[src/rtl/pipe_ctrl_pkg.sv]
// Shared core definitions for the pipeline controller: FSM states, RV32 opcode
// fields, the bubble encoding and per-cycle pipeline control bundle.
package pipe_ctrl_pkg;

  typedef enum logic [1:0] {
    ST_RUN,
    ST_MEMWAIT,
    ST_HALT
  } state_e;

  // instr[6:2] opcode field values
  localparam logic [4:0] OPC_LOAD   = 5'b00000;
  localparam logic [4:0] OPC_STORE  = 5'b01000;
  localparam logic [4:0] OPC_BRANCH = 5'b11000;
  localparam logic [4:0] OPC_OP     = 5'b01100;
  localparam logic [4:0] OPC_LUI    = 5'b01101;
  localparam logic [4:0] OPC_AUIPC  = 5'b00101;
  localparam logic [4:0] OPC_JAL    = 5'b11011;
  localparam logic [4:0] OPC_SYSTEM = 5'b11100;

  localparam logic [31:0] BUBBLE   = 32'h0000_0013;
  localparam int          WAIT_W   = 8;
  localparam logic [WAIT_W-1:0] WAIT_MAX = '1;

  typedef struct packed {
    logic stall_pc;
    logic stall_ifid;
    logic stall_idex;
    logic stall_exmem;
    logic flush_ifid;
    logic flush_idex;
    logic flush_memwb;
  } ctl_t;

  localparam ctl_t CTL_NONE  = '0;
  localparam ctl_t CTL_FREEZE = '{stall_pc: 1'b1, stall_ifid: 1'b1, stall_idex: 1'b1,
                                  stall_exmem: 1'b1, flush_ifid: 1'b0, flush_idex: 1'b0,
                                  flush_memwb: 1'b1};

  function automatic logic [4:0] opcode(input logic [31:0] instr);
    return instr[6:2];
  endfunction

  function automatic logic uses_rs1(input logic [4:0] opc);
    return !(opc == OPC_LUI || opc == OPC_AUIPC || opc == OPC_JAL);
  endfunction

  function automatic logic uses_rs2(input logic [4:0] opc);
    return (opc == OPC_OP || opc == OPC_STORE || opc == OPC_BRANCH);
  endfunction

  // ecall/ebreak: SYSTEM opcode with funct3 == 000
  function automatic logic is_halt(input logic [4:0] opc, input logic [2:0] funct3);
    return (opc == OPC_SYSTEM) && (funct3 == 3'b000);
  endfunction

endpackage

[src/rtl/pipe_ctrl_hazard_detect.sv]
// Load-use hazard detector: a load in EX whose destination feeds a source
// register actually read by the instruction in ID.
module hazard_detect
  import pipe_ctrl_pkg::*;
(
  input  logic [31:0] instr_id,
  input  logic [31:0] instr_ex,
  input  logic        memread_ex,
  output logic        loaduse
);

  logic [4:0] rd_ex, rs1_id, rs2_id, opc_id;
  logic       hit_rs1, hit_rs2;
  logic       unused_bits;

  assign rd_ex  = instr_ex[11:7];
  assign rs1_id = instr_id[19:15];
  assign rs2_id = instr_id[24:20];
  assign opc_id = opcode(instr_id);

  assign hit_rs1 = (rd_ex == rs1_id) && uses_rs1(opc_id);
  assign hit_rs2 = (rd_ex == rs2_id) && uses_rs2(opc_id);
  assign loaduse = memread_ex && (rd_ex != 5'd0) && (hit_rs1 || hit_rs2);

  assign unused_bits = ^{instr_ex[31:12], instr_ex[6:0], instr_id[31:25],
                         instr_id[14:7], instr_id[1:0]};

endmodule

[src/rtl/pipe_ctrl.sv]
// Pipeline controller: arbitrates memory-wait freeze, branch redirect and
// load-use stall, tracks halt, a memory-wait watchdog and stall/flush counters.
module pipe_ctrl
  import pipe_ctrl_pkg::*;
#(
  parameter int TIMEOUT = 255
) (
  input  logic        clk,
  input  logic        rst_n,
  input  logic [31:0] instr_id,
  input  logic [31:0] instr_ex,
  input  logic [31:0] instr_wb,
  input  logic        memread_ex,
  input  logic        pctaken_ex,
  input  logic        dmem_req_mem,
  input  logic        dmem_ready,
  output logic        stall_pc,
  output logic        stall_ifid,
  output logic        stall_idex,
  output logic        stall_exmem,
  output logic        flush_ifid,
  output logic        flush_idex,
  output logic        flush_memwb,
  output logic        halted,
  output logic        wd_err,
  output logic [31:0] stall_cnt,
  output logic [31:0] flush_cnt
);

  localparam logic [WAIT_W-1:0] TO = WAIT_W'(TIMEOUT);

  state_e            state, state_nxt;
  logic [WAIT_W-1:0] wait_cnt, wait_nxt;
  logic              wd_q, wd_set;
  logic              loaduse, redirect, mem_stall;
  ctl_t              ctl;
  logic              unused_bits;

  hazard_detect u_hazard (
    .instr_id   (instr_id),
    .instr_ex   (instr_ex),
    .memread_ex (memread_ex),
    .loaduse    (loaduse)
  );

  always_comb begin
    ctl       = CTL_NONE;
    state_nxt = state;
    wait_nxt  = wait_cnt;
    redirect  = 1'b0;
    mem_stall = 1'b0;
    unique case (state)
      ST_RUN, ST_MEMWAIT: begin
        if ((state == ST_RUN) ? (dmem_req_mem && !dmem_ready) : !dmem_ready) begin
          ctl       = CTL_FREEZE;
          mem_stall = 1'b1;
          state_nxt = ST_MEMWAIT;
          if (state == ST_RUN)
            wait_nxt = WAIT_W'(1);
          else if (wait_cnt != WAIT_MAX)
            wait_nxt = wait_cnt + WAIT_W'(1);
        end else begin
          // Front-end hazards also apply on the cycle memory-wait releases.
          state_nxt = ST_RUN;
          wait_nxt  = '0;
          if (pctaken_ex) begin
            ctl.flush_ifid = 1'b1;
            ctl.flush_idex = 1'b1;
            redirect       = 1'b1;
          end else if (loaduse) begin
            ctl.stall_pc   = 1'b1;
            ctl.stall_ifid = 1'b1;
            ctl.flush_idex = 1'b1;
          end
        end
      end
      ST_HALT: ctl = CTL_FREEZE;
      default: state_nxt = ST_RUN;
    endcase
    if (is_halt(opcode(instr_wb), instr_wb[14:12]))
      state_nxt = ST_HALT;
  end

  assign wd_set = mem_stall && (wait_nxt >= TO);

  always_ff @(posedge clk or negedge rst_n) begin
    if (!rst_n) begin
      state     <= ST_RUN;
      wait_cnt  <= '0;
      wd_q      <= 1'b0;
      stall_cnt <= '0;
      flush_cnt <= '0;
    end else begin
      state    <= state_nxt;
      wait_cnt <= wait_nxt;
      if (wd_set) wd_q <= 1'b1;
      if (ctl.stall_pc && state != ST_HALT) stall_cnt <= stall_cnt + 32'd1;
      if (redirect) flush_cnt <= flush_cnt + 32'd1;
    end
  end

  assign stall_pc    = ctl.stall_pc;
  assign stall_ifid  = ctl.stall_ifid;
  assign stall_idex  = ctl.stall_idex;
  assign stall_exmem = ctl.stall_exmem;
  assign flush_ifid  = ctl.flush_ifid;
  assign flush_idex  = ctl.flush_idex;
  assign flush_memwb = ctl.flush_memwb;
  assign halted      = (state == ST_HALT);
  assign wd_err      = wd_q;

  assign unused_bits = ^{instr_wb[31:15], instr_wb[11:7], instr_wb[1:0]};

endmodule
[config.mk]
export PLATFORM = sky130hd
export DESIGN_NAME = pipe_ctrl
export DESIGN_NICKNAME = d
export VERILOG_FILES = /design/src/rtl/pipe_ctrl_pkg.sv /design/src/rtl/pipe_ctrl_hazard_detect.sv /design/src/rtl/pipe_ctrl.sv
export SDC_FILE = /design/constraint.sdc
export NUM_CORES = 1
export LEC_CHECK = 0
export CORE_ASPECT_RATIO = 0.8
export CORE_UTILIZATION = 28
export CTS_BUF_LIST = sky130_fd_sc_hd__clkbuf_4 sky130_fd_sc_hd__clkbuf_8
export DETAILED_ROUTE_END_ITERATION = 16
export PLACE_DENSITY = 0.63
export SYNTH_ARGS = -nofsm -noshare
export SYNTH_HDL_FRONTEND = slang
export SYNTH_HIERARCHICAL = 1
export SYNTH_SLANG_ARGS = --single-unit
[constraint.sdc]
create_clock -name clk -period 3.2 [get_ports clk]
set_input_delay 0.64 -clock clk [delete_from_list [all_inputs] [get_ports clk]]
set_output_delay 0.64 -clock clk [all_outputs]
set_load 0.05 [all_outputs]
# ---- Word-level counts from Yosys, hierarchy flattened
# Cells that the tools add are included.
dict set report word_totals {
  ff_bits 75
  in_bits 102
  out_inout_bits 73
}
dict set report classes {
  addsub 3
  order_cmp 1
  eq_ne 14
  muxes 21
  reduce_logical 19
}
# op count
set ops {}
lappend ops {{32-bit by 1-bit adder with 32-bit output (second input constant)} 2}
lappend ops {{8-bit 2-to-1 mux} 4}
lappend ops {{5-bit by 4-bit == test with 1-bit output (second input constant)} 3}
lappend ops {{5-bit == test (second input constant)} 3}
lappend ops {{7-bit one-hot mux with 2 select lines} 1}
lappend ops {{2-bit 2-to-1 mux} 6}
lappend ops {{5-bit == test} 2}
lappend ops {{1-bit 2-to-1 mux} 9}
lappend ops {{8-bit by 1-bit adder with 8-bit output (second input constant)} 1}
lappend ops {{8-bit greater-or-equal comparator (second input constant)} 1}
lappend ops {{1-bit logical AND} 8}
lappend ops {{8-bit inequality test (second input constant)} 1}
lappend ops {{5-bit by 3-bit == test with 1-bit output (second input constant)} 1}
lappend ops {{1-bit logical OR} 5}
lappend ops {{5-bit nonzero test} 1}
lappend ops {{2-bit one-hot mux with 2 select lines} 1}
lappend ops {{3-bit zero test} 1}
lappend ops {{2-bit by 1-bit == test with 1-bit output (second input constant)} 1}
lappend ops {{2-bit == test (second input constant)} 1}
lappend ops {{1-bit zero test} 2}
lappend ops {{2-bit zero test} 1}
lappend ops {{2-bit by 1-bit inequality test with 1-bit output (second input constant)} 1}
lappend ops {{2-bit inequality test (second input constant)} 1}
lappend ops {{2-bit OR reduction} 1}

# ---- Logic depth before layout (Yosys ltp)
# Gate-level depths: netlist of run 1.
dict set report logic_depth {
  depth_word 12
  mapped_depth 10
  ltp_nobuf 9
}

# ---- By module
# The synthesis of run 1 kept the hierarchy.
# module instances cells_each area_per_inst_um2 seq_area_each_um2
set by_module_without_submodules {}
lappend by_module_without_submodules {pipe_ctrl 1 333 3587.2 1876.8}
lappend by_module_without_submodules {hazard_detect 1 21 166.4 0.0}

# ---- Worst setup path before layout of run 1
# OpenSTA, ideal clock, no wires.
dict set report synth_timing {
  kind {input to output}
  from {input port instr_id[4]}
  to {output port flush_idex}
  arrival_time_ps 2566
  required_time_ps 2560
  path_slack_ps -6
  cell_stages 6
  n_path_buf 0
  path_cell_list {a211oi_2 > nand4_1 > or4_1 > a21oi_1 > nor2_1 > nor3_1}
}
dict set report synth_via {
  elab_chain_cells 11
  elab_cells_between_ends 19
  cone_classes {eq/ne: 6; mux: 4; reduce/logical: 9}
}
# element line_no
set synth_rtl {}
lappend synth_rtl {{start, declared} pipe_ctrl.sv:10} ;# input logic [31:0] instr_id,
lappend synth_rtl {{5-bit by 4-bit == test with 1-bit output or 5-bit by 3-bit == test with 1-bit output (tied branches)} pipe_ctrl_pkg.sv:45} ;# return !(opc == OPC_LUI || opc == OPC_AUIPC || opc == OPC_JAL);
lappend synth_rtl {{1-bit logical OR (2 in a row)} pipe_ctrl_pkg.sv:45}
lappend synth_rtl {{1-bit zero test} pipe_ctrl_pkg.sv:45}
lappend synth_rtl {{1-bit logical AND} pipe_ctrl_hazard_detect.sv:21} ;# assign hit_rs1 = (rd_ex == rs1_id) && uses_rs1(opc_id);
lappend synth_rtl {{1-bit logical OR (*)} pipe_ctrl_hazard_detect.sv:23} ;# assign loaduse = memread_ex && (rd_ex != 5'd0) && (hit_rs1 || hit_rs2);
lappend synth_rtl {{1-bit logical AND (*)} pipe_ctrl_hazard_detect.sv:23}
lappend synth_rtl {{named net loaduse} pipe_ctrl.sv:35} ;# logic loaduse, redirect, mem_stall;
lappend synth_rtl {{1-bit 2-to-1 mux (*)} pipe_ctrl.sv:70} ;# end else if (loaduse) begin
lappend synth_rtl {{1-bit 2-to-1 mux (*)} pipe_ctrl.sv:66} ;# if (pctaken_ex) begin
lappend synth_rtl {{2-bit 2-to-1 mux (*)} pipe_ctrl.sv:54} ;# if ((state == ST_RUN) ? (dmem_req_mem && !dmem_ready) : !dmem_ready) begin
lappend synth_rtl {{7-bit one-hot mux with 2 select lines (*)} pipe_ctrl.sv:52} ;# unique case (state)
lappend synth_rtl {{end, declared} pipe_ctrl.sv:22} ;# output logic flush_idex,
# Mark *: on every way through the listed nets, which the timed path passes. The rest lies on a longest branch.

# ---- Worst setup path after layout of run 1
dict set report layout_timing {
  from {input port instr_ex[10]}
  to {output port stall_pc}
}
dict set report layout_via {
  elab_chain_cells 8
  elab_cells_between_ends 12
  cone_classes {eq/ne: 2; mux: 4; reduce/logical: 6}
}
# element line_no
set layout_rtl {}
lappend layout_rtl {{start, declared} pipe_ctrl.sv:11} ;# input logic [31:0] instr_ex,
lappend layout_rtl {{5-bit == test (on tied branches)} {pipe_ctrl_hazard_detect.sv:21, pipe_ctrl_hazard_detect.sv:22}}
lappend layout_rtl {{1-bit logical AND (on tied branches)} {pipe_ctrl_hazard_detect.sv:21, pipe_ctrl_hazard_detect.sv:22}}
lappend layout_rtl {{1-bit logical OR} pipe_ctrl_hazard_detect.sv:23}
lappend layout_rtl {{1-bit logical AND (*)} pipe_ctrl_hazard_detect.sv:23}
lappend layout_rtl {{named net loaduse} pipe_ctrl.sv:35}
lappend layout_rtl {{2-bit 2-to-1 mux (*)} pipe_ctrl.sv:70}
lappend layout_rtl {{2-bit 2-to-1 mux (*)} pipe_ctrl.sv:66}
lappend layout_rtl {{2-bit 2-to-1 mux (*)} pipe_ctrl.sv:54}
lappend layout_rtl {{7-bit one-hot mux with 2 select lines (*)} pipe_ctrl.sv:52}
lappend layout_rtl {{end, declared} pipe_ctrl.sv:17} ;# output logic stall_pc,
# Marks and branches as above.

==> results of run 1 <==
-- final timing paths --
| path | depth (start not counted) | endpoint | start |
|---|---|---|---|
| worst max-delay path | 9 | stall_pc | instr_ex[10] |
| worst min-delay path | 1 | stall_cnt[17] | rst_n |
| min in group clk | 1 | stall_cnt[31] | stall_cnt[31] |
| worst max register to register | 6 | wd_err | state[1] |
| max in group asynchronous | 1 | flush_cnt[13] | rst_n |
| worst min register to register | 1 | stall_cnt[31] | stall_cnt[31] |
-- cell families after synthesis --
| logic type | synth area share |
|---|---|
| compound gates | 0.0600 |
| fa+ha+maj | 0.0100 |
| buf+inv | 0.0223 |
| xor+xnor | 0.168 |
| mux | 0.00600 |
| flops | 0.500 |
| simple gates | 0.234 |
-- area by class of cell --
class                   count  area (um2)
clock buffers              11         145
multi-input cells         261        1840
well taps                 175         219
clock inverters             4        98.8
repair buffers            122        1260
flip-flops and latches     75        1880
fillers                  1256        7490
inverters                   7        26.3
-- cell usage after synthesis (all sizes together) --
master,count,area [um2]
a41o,1,10.0
and3,14,87.6
o31ai,2,15.0
nor4,3,33.8
or4b,2,23.8
nand4,19,119
ha,3,37.5
dfrtp,75,1880
a311oi,2,17.5
a21oi,4,20.0
or4,2,15.0
nor3b,2,15.0
a32o,2,20.0
or3,1,6.26
and2,3,18.8
o311ai,1,8.76
mux2,2,22.5
xor2,32,280
nor2,21,78.8
nor3,10,55.1
nand2b,2,12.5
a311o,1,10.0
clkinv,1,3.75
xnor2,40,350
and4,13,114
nand2,31,116
a2111oi,2,18.8
and4b,2,21.3
o21ba,1,10.0
a211oi,4,35.0
clkbuf,4,15.0
o21bai,1,7.51
inv,6,22.5
a21o,1,7.51
or2,2,12.5
buf,7,42.5
o21ai,4,20.0
nor4b,1,15.0
nor2b,2,12.5
nand3,24,120
a31oi,4,25.0
-- timing repair --
| item | 4_1_cts | 5_1_grt |
|---|---|---|
| buffers inserted | 2 | 0 |
| setup endpoints to repair | 2 | 4 |
| resized for setup | 17 | 4 |
| pin swaps | 7 | 5 |
-- per-layer routing --
layer | track usage | vias to the layer above
met2 | 0.226 | 66
met3 | 0.0394 | 6
li1 | - | 1506
met5 | 0 | -
met1 | 0.180 | 1523
met4 | 0.0415 | 0
-- sequential cells by signal, indices dropped and copies added (netlist names) --
name and flops:
stall_cnt 32, wait_cnt 8, flush_cnt 32, wd_err 1, state 2
-- worst max-delay path, stage by stage --
cell and delay (ns):
clkdlybuf4s50_1 0.43, buf_4 0.15, or4_1 0.42, o21ai_2 0.17, a21oi_4 0.06, nand2b_4 0.08
a21oi_2 0.06, or2_4 0.30, buf_12 0.15
-- where the power goes --
group / internal, W / switching (W)
sequential: 0.00103 / 0.000102
clock: 0.000546 / 0.000352
combinational: 0.000303 / 0.000476
total: 0.00187 / 0.000930
-- metrics by stage --
stage,cell area (um2),setup TNS (ns)
global route,5470,-0.0199
CTS,5440,0
detailed placement,5180,-3.85
floorplan,3760,0
finish,5470,0
global placement,5180,-2.51
==> run_results.csv, run 1 <==
group,metric,value,unit
worst_setup_path,crit_arrival,2.47,ns
worst_setup_path,startpoint_type,"primary input",
clock_network,clk_latency,0.34,ns
die,ios,175,
worst_setup_path,crit_required,2.56,ns
placed_design,place_ws,-0.273,ns
worst_setup_path,crit_fanout,2,
detailed_routing,wl_met1,4460,um
pwr,vdd_ir_drop_max,0.000393,V
cells_and_area,final_util,0.422,
grt,grt_max_degree,76,
timing,setup-violations-final,0,
timing,fin_crit_sh,0.971,
logic_synthesis,synth_fp_nets,459,
placed_design,dp_cells,638,
die,core,13000,um2
run,maxCapViolCount,0,
die,initial_core_util,0.290,
logic_synthesis,netlist_area,3750,um2
clock_network,cts_buffers,9,
logic_synthesis,yosysSeqAreaShare,0.500,
cells_and_area,insertedDiodeCount,0,
logic_synthesis,avgSynthCellArea,10.6,um2
clock_network,cts_buffer_depth,2,
placed_design,place_hpwl,6790,um
pwr,p_per_area,513,nW/um2
timing,fmax,322,MHz
die,die_h,106,um
timing,worst_pin_slew,0.965,ns
grt,grt_pass1_vias,3178,
clock_network,cts_max_level,3,
cells_and_area,final_common_cell,"clkdlybuf4s50_1",
clock_network,cts-root-buf,"clkbuf_8",
detailed_routing,via_count,3101,
detailed_routing,ant_nets,0,
die,die_w,131,um
placed_design,routabilityCongestion,0.865,
detailed_routing,route.detailed.drc,0,
cells_and_area,areaGrowthSynthToFinish,45.7,%
detailed_routing,avgRoutedWirePerCell,14.0,um
timing,slew_viol_final,0,
worst_setup_path,critical_path_class,"primary input to output port",
clock_network,clock_sinks,75,
logic_synthesis,ys_ff_latch,75,
logic_synthesis,ys_types,48,
worst_setup_path,timing.critical_path.to_type,"output port",
detailed_routing,dr_wl_met2,4310,um
cells_and_area,drive_gt1_frac,0.123,
detailed_routing,routed_wl,9200,um
timing,timing.final.ws_setup,0.0917,ns
clock_network,path_clk_slew,0.08,ns
timing,skew,0.00873,ns
detailed_routing,firstDrtPassIters,4,
die,row_count,37,
placed_design,port_buffers,106,
clock_network,ctsHoldBuffers,0,
grt,grt_pass1_wl,15500,um
pwr,p_total,0.00280,W
detailed_routing,avgViaCountPerCell,4.73,
detailed_routing,dr_wl_met3,370,um
cells_and_area,instances_no_fill,655,
cells_and_area,fin_nets,581,
outcome,status,"complete, no violations",
grt,grt_use_total,0.139,
timing,holdWs,0.440,ns
detailed_routing,maxUsedRoutingLayer,"met4",
logic_synthesis,ys_warn_count,6,
die,dieArea,13900,um2
clock_network,cts_tree,"yes",
worst_setup_path,rrSetupSlack,1.09,ns
timing,period_minus_slack,3.11,ns
cells_and_area,layout_common_cells,"clkdlybuf4s50_1, dfrtp_1, xnor2_1",
pwr,p_leak,2.38,nW
timing,slew_headroom,0.357,
logic_synthesis,synthCells,354,
min_path,hold_path_class,"primary input to async pin",
detailed_routing,first_iter_violations,144,
grt,grt_overflow,0,
grt,antenna_found_initial,0,
timing,finalHoldViolations,0,
(Power assumes the default switching activity.)
==> run 2: changes to the inputs <==
--- a/config.mk
+++ b/config.mk
@@ -6,10 +6,10 @@
 export NUM_CORES = 1
 export LEC_CHECK = 0
 export CORE_ASPECT_RATIO = 0.8
-export CORE_UTILIZATION = 28
+export CORE_UTILIZATION = 43
 export CTS_BUF_LIST = sky130_fd_sc_hd__clkbuf_4 sky130_fd_sc_hd__clkbuf_8
 export DETAILED_ROUTE_END_ITERATION = 16
-export PLACE_DENSITY = 0.63
+export PLACE_DENSITY = 0.88
 export SYNTH_ARGS = -nofsm -noshare
 export SYNTH_HDL_FRONTEND = slang
 export SYNTH_HIERARCHICAL = 1
==> run 2 against run 1 <==
Power shrank 5.3%; fmax down 2.0%; combinational power fell by 2%; routed wire length shrank 1.3%; largest power group unchanged; cell area down 2.4%; sequential share of layout area increased by 0.86 points; worst hold slack got worse by 0.063 ns; count of clock-buffer cells in the layout is 1 lower; largest cell class unchanged.
==> run_results.csv, run 2 (same netlist as run 1, synthesis figures left out) <==
group,metric,value,unit
die,die_w,106,um
worst_setup_path,worst_path_max_delay_cell,"clkdlybuf4s50_1",
clock_network,cts_buffers,9,
die,ios,175,
grt,grt_use_total,0.208,
clock_network,cts_tree,"yes",
pwr,vdd_ir_drop_max,0.000446,V
detailed_routing,avgViaCountPerCell,5.31,
timing,setup-violations-final,0,
grt,antenna_found_initial,0,
timing,slew_viol_final,0,
placed_design,routabilityCongestion,0.909,
detailed_routing,firstDrtPassIters,4,
pwr,p_int,0.00171,W
worst_setup_path,critPathTopFamily,"simple AND/OR/NAND/NOR gates",
die,row_count,30,
pwr,p_total,0.00265,W
die,core,8480,um2
cells_and_area,areaGrowthSynthToFinish,42.1,%
worst_setup_path,cp_num_buf_inv,3,
cells_and_area,fin_nets,581,
worst_setup_path,critical_path_class,"primary input to output port",
detailed_routing,route.detailed.drc,0,
placed_design,port_buffers,106,
grt,grt_pass1_wl,14800,um
clock_network,cts-root-buf,"clkbuf_8",
detailed_routing,routed_wl,9080,um
clock_network,cts_buffer_depth,2,
cells_and_area,insertedDiodeCount,0,
grt,grt_overflow,0,
worst_setup_path,worstPathCellList,"clkdlybuf4s50_1 -> buf_4 -> or4_1 -> o21ai_1 -> a21oi_4 -> nand2b_4 -> a21oi_2 -> or2_4 -> buf_12",
clock_network,cts_max_level,3,
grt,grt_max_degree,42,
detailed_routing,via_count,3148,
pwr,pwr-share-clk,0.284,
clock_network,clk_latency,0.34,ns
worst_setup_path,crit_fanout,2,
worst_setup_path,timing.critical_path.to_type,"output port",
timing,finalHoldViolations,0,
detailed_routing,avgRoutedWirePerCell,15.3,um
cells_and_area,fill_cells,729,
worst_setup_path,crit_required,2.56,ns
timing,holdWs,0.378,ns
cells_and_area,layout_common_cells,"clkdlybuf4s50_1, dfrtp_1, xnor2_1",
placed_design,place_hpwl,6860,um
cells_and_area,final_util,0.629,
pwr,comb_power_share,0.289,
die,dieArea,9110,um2
timing,tns,0,ns
worst_setup_path,crit_arrival,2.53,ns
die,initial_core_util,0.442,
timing,fmax,315,MHz
worst_setup_path,startpoint_type,"primary input",
timing,fin_crit_sh,0.991,
timing,slew_headroom,0.447,
pwr,p_leak,2.36,nW
outcome,status,"complete, no violations",
cells_and_area,drive_gt1_frac,0.121,
detailed_routing,first_iter_violations,172,
worst_setup_path,crit_path_max_incr_delay,0.43,ns
die,die_h,85.6,um
pwr,power_frac_seq,0.427,
clock_network,ctsHoldBuffers,0,
min_path,hold_path_class,"primary input to async pin",
pwr,p_sw,0.000945,W
clock_network,path_clk_slew,0.09,ns
clock_network,clock_sinks,75,
cells_and_area,largestRegisters,"flush_cnt (32), stall_cnt (32), wait_cnt (8)",
run,maxCapViolCount,0,
cells_and_area,final_common_cell,"clkdlybuf4s50_1",
timing,worst_pin_slew,0.829,ns
pwr,swShare,0.356,
grt,grt_pass1_vias,2981,
detailed_routing,ant_nets,0,
timing,skew,0.0108,ns
pwr,p_per_area,498,nW/um2
timing,period_minus_slack,3.17,ns
## run 2: cell count changes in the layout (fill, tap and decap cells not counted), sizes merged
cell          change
clkbuf            -1
dlygate4sd2       -1
clkinvlp          +2
dlymetal6s2s      +1
inv               +2
bufinv            -2
## run 2: power by group through the flow
stage	clock network [W]	logic (W)	registers (W)
final	0.000753	0.000767	0.00113
after global routing	0.000813	0.000811	0.00115
after CTS	0.000776	0.000772	0.00113
after detailed placement	0	0.000772	0.00115
after global placement	0	0.000757	0.00114
after floorplan	0	0.000202	0.00139
## run 2: layer usage
metal	track usage	routed length, um
met2	0.339	4310
met1	0.284	4160
met4	0.0623	116
met3	0.0395	490
met5	0	0
## run 2: path summary, 6_finish.rpt
check	endpoint	startpoint	depth (start not counted)	slack [ns]
worst min register to register	stall_cnt[31]	stall_cnt[31]	1	0.47
max in group asynchronous	stall_cnt[22]	rst_n	2	2.12
min in group clk	stall_cnt[31]	stall_cnt[31]	1	0.47
worst max register to register	flush_cnt[23]	state[0]	5	1.04
worst min-delay path	flush_cnt[15]	rst_n	1	0.38
worst max-delay path	stall_pc	instr_ex[10]	9	0.03
## run 2: what timing repair did
action                     CTS  global route
setup endpoints to repair    2             3
gates resized for setup     16             3
setup buffers                0             0
pin swaps                    8             6
gates cloned                 0             0
## run 2: stage by stage
stage	worst slack [ns]	cells	cell area, um2
6_report	0.0295	593	5330
5_1_grt	-0.0362	593	5330
4_1_cts	0.00729	593	5320
3_5_place_dp	-0.335	577	5100
3_3_place_gp	-0.225	577	5100
2_1_floorplan	0.0839	354	3760
## run 2: layout make-up
cell class | count | area, um2 | area share
clock buffers | 10 | 138 | 0.0258
clock inverters | 6 | 71.3 | 0.0134
inverters | 7 | 26.3 | 0.00493
multi-input cells | 261 | 1830 | 0.343
flip-flops and latches | 75 | 1880 | 0.352
well taps | 112 | 140 | 0.0263
repair buffers | 122 | 1250 | 0.234
